$ cat src/rtl/arc4_encrypt_if.sv
// arc4_encrypt_if: en/rdy/key handshake plus S-box, plaintext and ciphertext RAM ports of arc4_encrypt
interface arc4_encrypt_if;
  logic en;
  logic rdy;
  logic [23:0] key;
  logic [7:0] s_addr;
  logic [7:0] s_rddata;
  logic [7:0] s_wrdata;
  logic s_wren;
  logic [7:0] pt_addr;
  logic [7:0] pt_rddata;
  logic [7:0] ct_addr;
  logic [7:0] ct_wrdata;
  logic ct_wren;
  modport master (
    output en, key, s_rddata, pt_rddata,
    input rdy, s_addr, s_wrdata, s_wren, pt_addr, ct_addr, ct_wrdata, ct_wren
  );
  modport slave (
    input en, key, s_rddata, pt_rddata,
    output rdy, s_addr, s_wrdata, s_wren, pt_addr, ct_addr, ct_wrdata, ct_wren
  );
endinterface

$ cat src/rtl/arc4_encrypt.sv
// arc4_encrypt: ARC4 engine encrypting length-prefixed pt RAM into ct RAM (ports: clk, rst_n, bus = en/rdy/key + S/pt/ct RAM ports)
module arc4_encrypt (
  input logic clk,
  input logic rst_n,
  arc4_encrypt_if.slave bus
);
  typedef enum logic [2:0] {IDLE, INIT, KSA, LEN, PRGA, DONE} state_t;
  state_t state, state_n;
  logic [2:0] ph, ph_n;
  logic [7:0] i, i_n, j, j_n, k, k_n, len, len_n, si, si_n, sj, sj_n, pb, pb_n;
  logic [1:0] km, km_n;
  logic last, last_n;
  logic [23:0] key_r, key_n;
  logic rdy_n, s_wren_n, ct_wren_n;
  logic [7:0] s_addr_n, s_wrdata_n, pt_addr_n, ct_addr_n, ct_wrdata_n, kb;
  assign kb = km == 2'd0 ? key_r[23:16] : km == 2'd1 ? key_r[15:8] : key_r[7:0];
  always_ff @(posedge clk)
    if (!rst_n) begin
      state <= IDLE;
      ph <= '0;
      i <= '0;
      j <= '0;
      k <= '0;
      len <= '0;
      si <= '0;
      sj <= '0;
      pb <= '0;
      km <= '0;
      last <= 1'b0;
      key_r <= '0;
      bus.rdy <= 1'b1;
      bus.s_addr <= '0;
      bus.s_wrdata <= '0;
      bus.s_wren <= 1'b0;
      bus.pt_addr <= '0;
      bus.ct_addr <= '0;
      bus.ct_wrdata <= '0;
      bus.ct_wren <= 1'b0;
    end else begin
      state <= state_n;
      ph <= ph_n;
      i <= i_n;
      j <= j_n;
      k <= k_n;
      len <= len_n;
      si <= si_n;
      sj <= sj_n;
      pb <= pb_n;
      km <= km_n;
      last <= last_n;
      key_r <= key_n;
      bus.rdy <= rdy_n;
      bus.s_addr <= s_addr_n;
      bus.s_wrdata <= s_wrdata_n;
      bus.s_wren <= s_wren_n;
      bus.pt_addr <= pt_addr_n;
      bus.ct_addr <= ct_addr_n;
      bus.ct_wrdata <= ct_wrdata_n;
      bus.ct_wren <= ct_wren_n;
    end
  always_comb begin
    state_n = state;
    ph_n = ph;
    i_n = i;
    j_n = j;
    k_n = k;
    len_n = len;
    si_n = si;
    sj_n = sj;
    pb_n = pb;
    km_n = km;
    last_n = last;
    key_n = key_r;
    rdy_n = 1'b0;
    s_wren_n = 1'b0;
    ct_wren_n = 1'b0;
    s_addr_n = bus.s_addr;
    s_wrdata_n = bus.s_wrdata;
    pt_addr_n = bus.pt_addr;
    ct_addr_n = bus.ct_addr;
    ct_wrdata_n = bus.ct_wrdata;
    case (state)
      IDLE: begin
        rdy_n = !bus.en;
        if (bus.en) begin
          key_n = bus.key;
          i_n = '0;
          j_n = '0;
          state_n = INIT;
          s_addr_n = '0;
          s_wrdata_n = '0;
          s_wren_n = 1'b1;
          pt_addr_n = '0;
          ct_addr_n = '0;
        end
      end
      INIT: begin
        i_n = i + 8'd1;
        s_addr_n = i + 8'd1;
        s_wrdata_n = i + 8'd1;
        s_wren_n = i != 8'hff;
        if (i == 8'hff) begin
          state_n = KSA;
          ph_n = '0;
          j_n = '0;
          km_n = '0;
        end
      end
      KSA, PRGA: begin
        ph_n = ph + 3'd1;
        if (state == PRGA && ph == 3'd0 && last) state_n = DONE;
        if (ph == 3'd1) begin
          si_n = bus.s_rddata;
          pb_n = bus.pt_rddata;
          j_n = j + bus.s_rddata + (state == KSA ? kb : 8'd0);
          s_addr_n = j_n;
        end
        if (ph == 3'd3) begin
          sj_n = bus.s_rddata;
          s_addr_n = j;
          s_wrdata_n = si;
          s_wren_n = 1'b1;
        end
        if (ph == 3'd4) begin
          s_addr_n = i;
          s_wrdata_n = sj;
          s_wren_n = 1'b1;
        end
        if (ph == 3'd5 && state == PRGA) s_addr_n = si + sj;
        if (ph == 3'd5 && state == KSA) begin
          ph_n = '0;
          i_n = i + 8'd1;
          km_n = km == 2'd2 ? 2'd0 : km + 2'd1;
          s_addr_n = i + 8'd1;
          state_n = i == 8'hff ? LEN : KSA;
          pt_addr_n = '0;
        end
        if (ph == 3'd7) begin
          ct_addr_n = k;
          ct_wrdata_n = pb ^ bus.s_rddata;
          ct_wren_n = 1'b1;
          last_n = k == len;
          if (k != len) begin
            k_n = k + 8'd1;
            i_n = i + 8'd1;
            s_addr_n = i + 8'd1;
            pt_addr_n = k + 8'd1;
          end
        end
      end
      LEN: begin
        ph_n = ph + 3'd1;
        if (ph == 3'd1) begin
          len_n = bus.pt_rddata;
          ct_addr_n = '0;
          ct_wrdata_n = bus.pt_rddata;
          ct_wren_n = 1'b1;
        end
        if (ph == 3'd2) begin
          ph_n = '0;
          state_n = len == 8'd0 ? DONE : PRGA;
          i_n = 8'd1;
          j_n = '0;
          k_n = 8'd1;
          last_n = 1'b0;
          s_addr_n = len == 8'd0 ? bus.s_addr : 8'd1;
          pt_addr_n = len == 8'd0 ? bus.pt_addr : 8'd1;
        end
      end
      DONE: begin
        rdy_n = 1'b1;
        state_n = IDLE;
      end
      default: state_n = IDLE;
    endcase
  end
endmodule

$ cat src/flat_wrapper.sv
// flat-port wrapper written by rule: the top's interface ports become plain ports
module arc4_encrypt_flat 
  (clk, rst_n, bus_en, bus_key, bus_s_rddata, bus_pt_rddata, bus_rdy, bus_s_addr, bus_s_wrdata, bus_s_wren, bus_pt_addr, bus_ct_addr, bus_ct_wrdata, bus_ct_wren);
  arc4_encrypt_if bus_i ();
  input logic clk;
  input logic rst_n;
  input wire logic [$bits(bus_i.en)-1:0] bus_en;
  input wire logic [$bits(bus_i.key)-1:0] bus_key;
  input wire logic [$bits(bus_i.s_rddata)-1:0] bus_s_rddata;
  input wire logic [$bits(bus_i.pt_rddata)-1:0] bus_pt_rddata;
  output wire logic [$bits(bus_i.rdy)-1:0] bus_rdy;
  output wire logic [$bits(bus_i.s_addr)-1:0] bus_s_addr;
  output wire logic [$bits(bus_i.s_wrdata)-1:0] bus_s_wrdata;
  output wire logic [$bits(bus_i.s_wren)-1:0] bus_s_wren;
  output wire logic [$bits(bus_i.pt_addr)-1:0] bus_pt_addr;
  output wire logic [$bits(bus_i.ct_addr)-1:0] bus_ct_addr;
  output wire logic [$bits(bus_i.ct_wrdata)-1:0] bus_ct_wrdata;
  output wire logic [$bits(bus_i.ct_wren)-1:0] bus_ct_wren;
  assign bus_i.en = bus_en;
  assign bus_i.key = bus_key;
  assign bus_i.s_rddata = bus_s_rddata;
  assign bus_i.pt_rddata = bus_pt_rddata;
  assign bus_rdy = bus_i.rdy;
  assign bus_s_addr = bus_i.s_addr;
  assign bus_s_wrdata = bus_i.s_wrdata;
  assign bus_s_wren = bus_i.s_wren;
  assign bus_pt_addr = bus_i.pt_addr;
  assign bus_ct_addr = bus_i.ct_addr;
  assign bus_ct_wrdata = bus_i.ct_wrdata;
  assign bus_ct_wren = bus_i.ct_wren;
  arc4_encrypt u_core (.clk(clk), .rst_n(rst_n), .bus(bus_i));
endmodule
$ cat config.mk
export PLATFORM = sky130hd
export DESIGN_NAME = arc4_encrypt_flat
export DESIGN_NICKNAME = d
export VERILOG_FILES = /design/src/rtl/arc4_encrypt_if.sv /design/src/rtl/arc4_encrypt.sv /design/src/flat_wrapper.sv
export SDC_FILE = /design/constraint.sdc
export NUM_CORES = 1
export LEC_CHECK = 0
export BUFFER_PORTS_ARGS = -buffer_cell sky130_fd_sc_hd__buf_2
export CORE_MARGIN = 2
export CORE_UTILIZATION = 55
export CTS_BUF_LIST = sky130_fd_sc_hd__clkbuf_4 sky130_fd_sc_hd__clkbuf_8
export DETAILED_ROUTE_END_ITERATION = 10
export HOLD_SLACK_MARGIN = 0.12
export PLACE_DENSITY_LB_ADDON = 0.1
export SLEW_MARGIN = 20
export SYNTH_ARGS = -nofsm -noshare
export SYNTH_HDL_FRONTEND = slang
export SYNTH_SLANG_ARGS = --single-unit
$ cat constraint.sdc
create_clock -name clk -period 3.43 [get_ports clk]
set_input_delay 0.343 -clock clk [delete_from_list [all_inputs] [get_ports clk]]
set_output_delay 0.343 -clock clk [all_outputs]
set_load 0.01 [all_outputs]
==> results of run 1 <==
-- registers in the layout (all words and copies together) (netlist names), 2 cells and up --
register and count:
u_core.bus.ct_wrdata 8, u_core.k 8, u_core.i 8, u_core.key_r 24, u_core.j 8, u_core.bus.pt_addr 8, u_core.km 2, u_core.bus.s_addr 8
u_core.state 3, u_core.ph 3, u_core.bus.ct_addr 8, u_core.si 8, u_core.pb 8, u_core.sj 8, u_core.len 8, u_core.bus.s_wrdata 8
-- cells by family after synthesis --
group           count (synthesis)  share of synthesized area
mux                            21                    0.02948
xor+xnor                       46                    0.05585
compound gates                287                     0.2480
simple gates                  324                     0.1994
flops                         132                     0.3663
fa+ha+maj                      30                    0.06139
buf+inv                        68                    0.03954
-- cell type report --
cell class,count,share of cell area
Clock buffer,19,0.03057
Clock inverter,13,0.01483
Inverter,12,0.005544
Multi-Input combinational cell,708,0.5151
Sequential cell,132,0.3165
Tap cell,172,0.02577
Timing Repair Buffer,125,0.09170
-- cells in the final DEF, fill, tap and decap left out, types with 8 or more instances in the layout --
| cell | count |
|---|---|
| ha_1 | 21 |
| buf_4 | 24 |
| xnor2_1 | 26 |
| a22oi_1 | 8 |
| nand2b_1 | 10 |
| fa_1 | 9 |
| a21oi_1 | 126 |
| a211oi_1 | 16 |
| dlygate4sd3_1 | 16 |
| buf_2 | 85 |
| nor3_1 | 9 |
| nand3_1 | 24 |
| o22ai_1 | 8 |
| mux2i_1 | 19 |
| inv_1 | 11 |
| xor2_1 | 20 |
| nand2_1 | 157 |
| o21ai_0 | 57 |
| nor2_1 | 86 |
| clkbuf_8 | 18 |
| dfxtp_1 | 132 |
-- Yosys cell counts, types with 16 or more instances --
library cell and instances:
a21oi_1 126, nor2_1 86, o21ai_0 57, xnor2_1 26, xor2_1 20, a211oi_1 16, clkbuf_1 38, dfxtp_1 132
nand3_1 24, nand2_1 157, mux2i_1 19, ha_1 21
-- final timing paths --
kind	to	slack [ps]
setup / recovery	u_core.bus.s_addr[3]$_SDFFE_PN0P_	200
hold / removal	u_core.key_r[8]$_SDFFE_PN0P_	130
setup reg to reg	u_core.bus.s_addr[3]$_SDFFE_PN0P_	200
hold reg to reg	u_core.bus.ct_addr[3]$_SDFFE_PN0P_	450
-- timing repair --
action,CTS,global route
hold buffers,16,0
resized for setup,0,1
setup endpoints to repair,0,1
endpoints found under the hold margin,16,0
-- through the flow --
stage          power, uW  hold slack, ps  setup WS, ps  area (um^2)  std cells
2_1_floorplan       3039           431.2         86.77         7214        908
3_3_place_gp        3601           438.1         196.0         7805       1133
5_1_grt             5195           122.3         10.42         8351       1181
3_5_place_dp        3611           449.8         99.46         7805       1133
6_report            4920           132.8         199.4         8351       1181
4_1_cts             4880           123.3         104.3         8344       1181
-- worst max-delay path, stage by stage (launching register included) --
cell	delay [ps]
dfxtp_1	500
mux2i_1	240
nor2_1	60
a21oi_1	130
nor2_1	70
fa_1	520
ha_1	160
inv_1	50
fa_1	390
xnor2_1	180
nand2_1	80
nand2_1	60
a221oi_2	300
a2111oi_4	90
a311o_1	290
-- routing by layer --
| layer | GRT usage | wire length (um) | up-vias |
|---|---|---|---|
| met5 | 0 | 0 | - |
| met4 | 0.09896 | 434 | 0 |
| met3 | 0.06226 | 1588 | 40 |
| met2 | 0.4386 | 9239 | 306 |
| met1 | 0.4393 | 9829 | 3266 |
| li1 | - | - | 3380 |
-- power by group --
| group | switching, uW | total [uW] | internal, uW |
|---|---|---|---|
| logic | 1200 | 1830 | 623 |
| registers | 115 | 1810 | 1700 |
| clock network | 672 | 1280 | 610 |
| total | 1990 | 4920 | 2930 |
==> flow_summary.toml, run 1 <==
[routing]
drc = 0
vias = 6992
drtIter0Drc = 791
wl_per_cell_um = 17.86
antenna_left = 0
vias_per_cell = 5.920
routed_wl_mm = 21.09
firstDrtPassIters = 5

[synthesis]
synth_cell_type_count = 69
avgSynthCellArea_um2 = 7.945
async_flop_share = 0
synth_edf_count = 0
yosys.area.top_type = "dfxtp_1"
synth_top_area_frac = 0.3663
synth_cells = 908
yosysSeqAreaShare = 0.3663
ys.flop_type = "dfxtp_1"
synth_area_leaders = "dfxtp_1 (37%), a21oi_1 (8.7%), nand2_1 (8.2%)"
netlist_area_um2 = 7214
ys_ff_latch = 132
syn-num-nets = 981
ys_warn_count = 0

[sta]
fin_skew_ps = 10.16
setup_tns_ps = 0
finalHoldViolations = 0
fmax_mhz = 309.5
slew_viol_final = 0
setup_viol = 0
tightest_slew_ps = 1040
rsz0062_at_grt = "no"
min_period_ps = 3231
timing.final.crit_share = 0.9419
slew_headroom = 0.3040

[clock_network]
cts_buffers = 17
cts_setup_buffers = 0
cts_num_sinks = 132
cts_root_buf = "clkbuf_8"
clock_tree.buffer_depth = 2
clkTransAtPathRegs_ps = 90
worst_skew_pair.late_latency_ps = 460
cts_tree = "done"
cts-htree-levels = 4

[layout]
multi_input_area_um2 = 4302
area_delta_synth_final_pct = 15.75
final_util = 0.6564
fillers = 1172
layout.nets = 1069
regArea_um2 = 2643
antennaDiodeCount = 0
drive_above_1_share = 0.1596

[power]
irDropWorstVdd_mv = 0.4805
p_leak_uw = 0.003302
pwr_density_cell_nw_per_um2 = 589.2

[floorplan]
dieArea_um2 = 14050
start_util = 0.5671
io_pins = 86
core_region_area_um2 = 12720
rows = 41
die_x_um = 118.5
die_h_um = 118.5

[hold_path]
hold_class = "primary input to flop"
min-delay-start = "bus_key[8]"
min_path_cells = 3

[grt]
grt_max_degree = 47
grtUsageTotal = 0.3002
grt_pass1_wl_mm = 33.55
antenna_found_initial = 0
gr-total-overflow = 0
grt_pass1_vias = 6349

[worst_setup_path]
worst_ep_arrival_time_ps = 3580
startpoint = "u_core.km[0]$_SDFFE_PN0P_"
required_ps = 3780
worst_r2r_path_depth = 14
cp-end-kind = "flop"
crit_path_start_kind = "flop"
path_class = "flop to flop"
r2r_start = "u_core.km[0]$_SDFFE_PN0P_"
worstPathMaxFanout = 6

[job]
maxCapViolCount = 0

[placement]
buffer_ports.inserted = 85
place_congestion = 0.8949
hpwl_mm = 14.94

[run_status]
status = "complete, no violations"
Power figures use the tool's default switching activity.
==> run 2, diff against run 1 <==
--- a/config.mk
+++ b/config.mk
@@ -7,7 +7,7 @@
 export LEC_CHECK = 0
 export BUFFER_PORTS_ARGS = -buffer_cell sky130_fd_sc_hd__buf_2
 export CORE_MARGIN = 2
-export CORE_UTILIZATION = 55
+export CORE_UTILIZATION = 60
 export CTS_BUF_LIST = sky130_fd_sc_hd__clkbuf_4 sky130_fd_sc_hd__clkbuf_8
 export DETAILED_ROUTE_END_ITERATION = 10
 export HOLD_SLACK_MARGIN = 0.12
==> constraint.sdc (replaced) <==
create_clock -name clk -period 3.2 [get_ports clk]
set_input_delay 0.32 -clock clk [delete_from_list [all_inputs] [get_ports clk]]
set_output_delay 0.32 -clock clk [all_outputs]
set_load 0.01 [all_outputs]
==> flow_summary.toml, run 2 (same netlist as run 1, synthesis figures left out) <==
[run_status]
status = "complete, no violations"

[power]
comb_power_share = 0.366
seq_power_share = 0.352
irDropWorstVdd_mv = 0.5833
p_int_uw = 3317
p_leak_uw = 0.003412
clkPwrFrac = 0.282
p_sw_frac = 0.4009
pwr_density_cell_nw_per_um2 = 648.0
p_switching_uw = 2219
power_uw = 5536

[sta]
tightest_slew_ps = 1039
fmax_mhz = 325.3
fin_skew_ps = 12.94
setup_viol = 0
min_period_ps = 3074
slew_headroom = 0.3045
setup_tns_ps = 0
holdWs_ps = 126.6
timing.final.crit_share = 0.9605
rsz0062_at_grt = "no"
slew_viol_final = 0
finalHoldViolations = 0

[routing]
wl_per_cell_um = 19.49
drc = 0
firstDrtPassIters = 5
drtIter0Drc = 854
antenna_left = 0
vias_per_cell = 6.237
routed_wl_mm = 22.88
vias = 7322

[job]
maxCapViolCount = 0

[worst_setup_path]
worst_ep_arrival_time_ps = 3440
cp-end-kind = "flop"
worstPathMaxFanout = 4
cp_num_buf_inv = 2
critPathTopFamily = "adder cells"
path_depth = 15
crit_path_start_kind = "flop"
path_class = "flop to flop"
crit_chain = "mux2i_1 > nor2_1 > a21oi_1 > nor2_1 > fa_1 > ha_1 > inv_1 > fa_2 > xnor2_2 > nand2_1 > nand2_1 > a221oi_1 > buf_4 > a2111oi_4 > a311o_1"
r2r-end = "u_core.bus.s_addr[3]$_SDFFE_PN0P_"
required_ps = 3560
worst_r2r_path_depth = 15
cp_slowest_stage_delay_ps = 510
r2r_start = "u_core.km[0]$_SDFFE_PN0P_"
reg2reg_slack_ps = 130
crit_slowest_cell = "fa_1"

[placement]
place_area_um2 = 7819
place_congestion = 0.9834
buffer_ports.inserted = 85
hpwl_mm = 15.86

[layout]
final_cell_mix = "nand2_1 (157), dfxtp_1 (131), a21oi_1 (126)"
area_delta_synth_final_pct = 18.42
fillers = 930
largest_register_ff_count = 24
layout.nets = 1087
final_util = 0.7203
antennaDiodeCount = 0
drive_above_1_share = 0.1646
final_common_cell = "nand2_1"
final_area_um2 = 8543
largest_register = "u_core.key_r"

[clock_network]
cts_buffers = 17
cts_setup_buffers = 0
cts-htree-levels = 4
cts_root_buf = "clkbuf_8"
worst_skew_pair.late_latency_ps = 470
clock_tree.buffer_depth = 2
clkTransAtPathRegs_ps = 90
cts_tree = "done"
cts_num_sinks = 132

[floorplan]
rows = 40
io_pins = 86
core_region_area_um2 = 11860
die_h_um = 113.7
dieArea_um2 = 12920
die_x_um = 113.7
start_util = 0.6082

[hold_path]
hold_class = "primary input to flop"
min_to = "u_core.si[7]$_SDFFE_PN0P_"
min_path_cells = 3
min-delay-start = "bus_s_rddata[7]"

[grt]
grtUsageTotal = 0.3606
antenna_found_initial = 0
grt_pass1_wl_mm = 36.31
gr-total-overflow = 0
grt_max_degree = 49
grt_pass1_vias = 6966
-- run 2: cell count changes in the layout (fill, tap and decap cells not counted), moves of 2 or more --
cell / previous run / this run
dlygate4sd3_1: 16 / 28
buf_4: 24 / 30
bufinv_16: 1 / 3
clkinv_2: 3 / 1
inv_8: 0 / 2
-- run 2: layer usage --
layer | vias to the layer above | track usage | part of all wire
li1 | 3420 | - | -
met2 | 402 | 0.5745 | 0.46
met4 | 0 | 0.1374 | 0.033
met5 | - | 0 | 0
met1 | 3427 | 0.4765 | 0.42
met3 | 73 | 0.08820 | 0.089
-- run 2: what timing repair did --
action | in CTS | in global routing
hold buffers | 28 | 0
gates resized for setup | 0 | 4
endpoints found under the setup margin | 0 | 3
endpoints found under the hold margin | 30 | 0
-- run 2: cell type report --
| class | instances | area [um^2] | share of cell area |
|---|---|---|---|
| tap | 147 | 183.9 | 0.02153 |
| sequential | 132 | 2646 | 0.3098 |
| clock inverter | 14 | 188.9 | 0.02211 |
| multi-input combinational | 708 | 4305 | 0.5040 |
| inverter | 12 | 46.29 | 0.005419 |
| timing repair buffer | 143 | 930.9 | 0.1090 |
| clock buffer | 18 | 241.5 | 0.02827 |
-- run 2: worst reg2reg max path: stages (launching register included) --
cell	delay, ps
dfxtp_4	380
mux2i_1	200
nor2_1	60
a21oi_1	120
nor2_1	70
fa_1	510
ha_1	170
inv_1	60
fa_2	360
xnor2_2	160
nand2_1	80
nand2_1	50
a221oi_1	250
buf_4	170
a2111oi_4	40
a311o_1	290
-- run 2: worst max-delay path by stage --
stage,start,endpoint,slack [ps]
5_1_grt,u_core.km[0]$_SDFFE_PN0P_,u_core.bus.s_addr[3]$_SDFFE_PN0P_,5
2_1_floorplan,u_core.km[0]$_SDFFE_PN0P_,u_core.bus.s_addr[3]$_SDFFE_PN0P_,30
4_1_cts,u_core.km[0]$_SDFFE_PN0P_,u_core.bus.s_addr[3]$_SDFFE_PN0P_,6
6_report,u_core.km[0]$_SDFFE_PN0P_,u_core.bus.s_addr[3]$_SDFFE_PN0P_,130
3_5_place_dp,u_core.km[0]$_SDFFE_PN0P_,u_core.bus.s_addr[3]$_SDFFE_PN0P_,40
3_3_place_gp,u_core.km[0]$_SDFFE_PN0P_,u_core.bus.s_addr[3]$_SDFFE_PN0P_,90
-- run 2: power groups by stage --
stage	Clock, uW	Combinational (uW)	Sequential, uW
after floorplan	0	1280	1980
after global placement	0	1890	1970
after detailed placement	0	1920	1980
after CTS	1560	1960	1940
after global routing	1640	2210	1960
final	1560	2030	1950
-- run 2: per-stage QoR --
stage / std cells / setup WS [ps]
floorplan: 908 / 31.22
global placement: 1114 / 87.29
detailed placement: 1114 / 38.88
CTS: 1174 / 6.189
global route: 1174 / 4.806
finish: 1174 / 126.3
==> run 3, diff against run 2 <==
==> constraint.sdc (replaced) <==
create_clock -name clk -period 3.2 [get_ports clk]
set_input_delay 0.16 -clock clk [delete_from_list [all_inputs] [get_ports clk]]
set_output_delay 0.16 -clock clk [all_outputs]
set_load 0.01 [all_outputs]
==> flow_summary.toml, run 3 (same netlist as run 1, synthesis figures left out) <==
[grt]
grt_pass1_vias = 6913
antenna_found_initial = 0
grt_max_degree = 84
grtUsageTotal = 0.3577
grt_pass1_wl_mm = 36.00
gr-total-overflow = 0

[power]
pwr_density_cell_nw_per_um2 = 635.7
p_switching_uw = 2163
seq_power_share = 0.354
irDropWorstVdd_mv = 0.4673
p_int_uw = 3346
p_sw_frac = 0.3926
clkPwrFrac = 0.276
comb_power_share = 0.370
p_leak_uw = 0.003465

[sta]
min_period_ps = 3038
setup_viol = 0
rsz0062_at_grt = "no"
finalHoldViolations = 0
slew_viol_final = 0
timing.final.crit_share = 0.9494
slew_headroom = 0.2787
fin_skew_ps = 10.60
tightest_slew_ps = 1078
fmax_mhz = 329.2
setup_tns_ps = 0

[run_status]
status = "complete, no violations"

[worst_setup_path]
worstPathMaxFanout = 4
worst_ep_arrival_time_ps = 3390
path_class = "flop to flop"
cp-end-kind = "flop"
r2r-end = "u_core.bus.s_addr[3]$_SDFFE_PN0P_"
crit_path_start_kind = "flop"
required_ps = 3550
r2r_start = "u_core.km[0]$_SDFFE_PN0P_"
worst_r2r_path_depth = 15
reg2reg_slack_ps = 160

[routing]
drc = 0
met2WireLength_mm = 10.58
vias = 7394
routedLengthMet1_mm = 9.584
firstDrtPassIters = 6
route.met3.wl_mm = 2.120
drtIter0Drc = 833
topRoutingLayerUsed = "met4"
antenna_left = 0
vias_per_cell = 6.245
wl_per_cell_um = 19.35
routed_wl_mm = 22.91

[hold_path]
min_to = "u_core.bus.rdy$_SDFF_PN1_"
min-delay-start = "bus_en"
hold_class = "primary input to flop"
min_path_cells = 4

[clock_network]
clkTransAtPathRegs_ps = 80
cts_tree = "done"
cts_root_buf = "clkbuf_8"
cts_setup_buffers = 0
cts_buffers = 17
cts-htree-levels = 4
cts_num_sinks = 132
worst_skew_pair.late_latency_ps = 470
clock_tree.buffer_depth = 2

[floorplan]
start_util = 0.6082
core_region_area_um2 = 11860
dieArea_um2 = 12920
die_h_um = 113.7
io_pins = 86
rows = 40
die_x_um = 113.7

[job]
maxCapViolCount = 0

[layout]
drive_above_1_share = 0.1610
layout.nets = 1098
largest_register = "u_core.key_r"
largest_register_ff_count = 24
final_common_cell = "nand2_1"
final_cell_mix = "nand2_1 (157), dfxtp_1 (131), a21oi_1 (126)"
antennaDiodeCount = 0
final_util = 0.7307
area_delta_synth_final_pct = 20.14

[placement]
place_congestion = 0.9717
buffer_ports.inserted = 85
hpwl_mm = 15.69
## run 3: power groups by stage
stage | sequential, uW | combinational, uW | clock, uW
6_report | 1950 | 2040 | 1520
5_1_grt | 1970 | 2200 | 1580
4_1_cts | 1940 | 1970 | 1530
3_5_place_dp | 1980 | 1920 | 0
3_3_place_gp | 1970 | 1880 | 0
2_1_floorplan | 1980 | 1280 | 0
## run 3: worst max-delay path by stage
| stage | start | to | slack [ps] | cells past startpoint |
|---|---|---|---|---|
| floorplan | u_core.km[0]$_SDFFE_PN0P_ | u_core.bus.s_addr[3]$_SDFFE_PN0P_ | 30 | 15 |
| global placement | u_core.km[0]$_SDFFE_PN0P_ | u_core.bus.s_addr[3]$_SDFFE_PN0P_ | 100 | 15 |
| detailed placement | u_core.km[0]$_SDFFE_PN0P_ | u_core.bus.s_addr[3]$_SDFFE_PN0P_ | 30 | 15 |
| CTS | u_core.km[0]$_SDFFE_PN0P_ | u_core.bus.s_addr[3]$_SDFFE_PN0P_ | 20 | 15 |
| global route | u_core.km[0]$_SDFFE_PN0P_ | u_core.bus.s_addr[3]$_SDFFE_PN0P_ | 30 | 15 |
| finish | u_core.km[0]$_SDFFE_PN0P_ | u_core.bus.s_addr[3]$_SDFFE_PN0P_ | 160 | 15 |
## run 3: per-layer routing
| metal | vias to the layer above | track usage |
|---|---|---|
| li1 | 3448 | - |
| met1 | 3452 | 0.4719 |
| met2 | 428 | 0.5749 |
| met3 | 66 | 0.07333 |
| met4 | 0 | 0.1496 |
| met5 | - | 0 |
## run 3: area by class of cell
class                           instances  area (um^2)
Clock buffer                           20        269.0
Fill cell                             944         3194
Tap cell                              147        183.9
Sequential cell                       132         2646
Timing Repair Buffer                  154         1059
Inverter                               12        46.29
Multi-Input combinational cell        708         4312
Clock inverter                         11        151.4
## run 3: metrics by stage
step	cells	setup slack [ps]	total power, uW	area, um^2	hold slack, ps
CTS	1184	15.94	5434	8647	141.1
detailed placement	1112	32.39	3895	7816	405.1
finish	1184	162.0	5509	8667	162.7
floorplan	908	31.22	3257	7216	296.0
global route	1184	30.03	5750	8667	233.8
global placement	1112	104.0	3859	7816	402.8
## run 3: timing repair
item	4_1_cts	5_1_grt
hold buffers	41	0
hold endpoints to repair	58	0
endpoints found under the setup margin	0	4
gates resized for setup	0	5
## run 3: worst max-delay path, cell delays in order, from the launching register on
cell and delay, ps:
dfxtp_4 380, mux2i_1 180, nor2_1 50, a21oi_1 130, nor2_1 70, fa_1 520, ha_1 180, inv_1 60
fa_2 360, xnor2_2 160, nand2_1 70, nand2_1 70, a221oi_2 210, buf_4 150, a2111oi_4 40, a311o_1 270
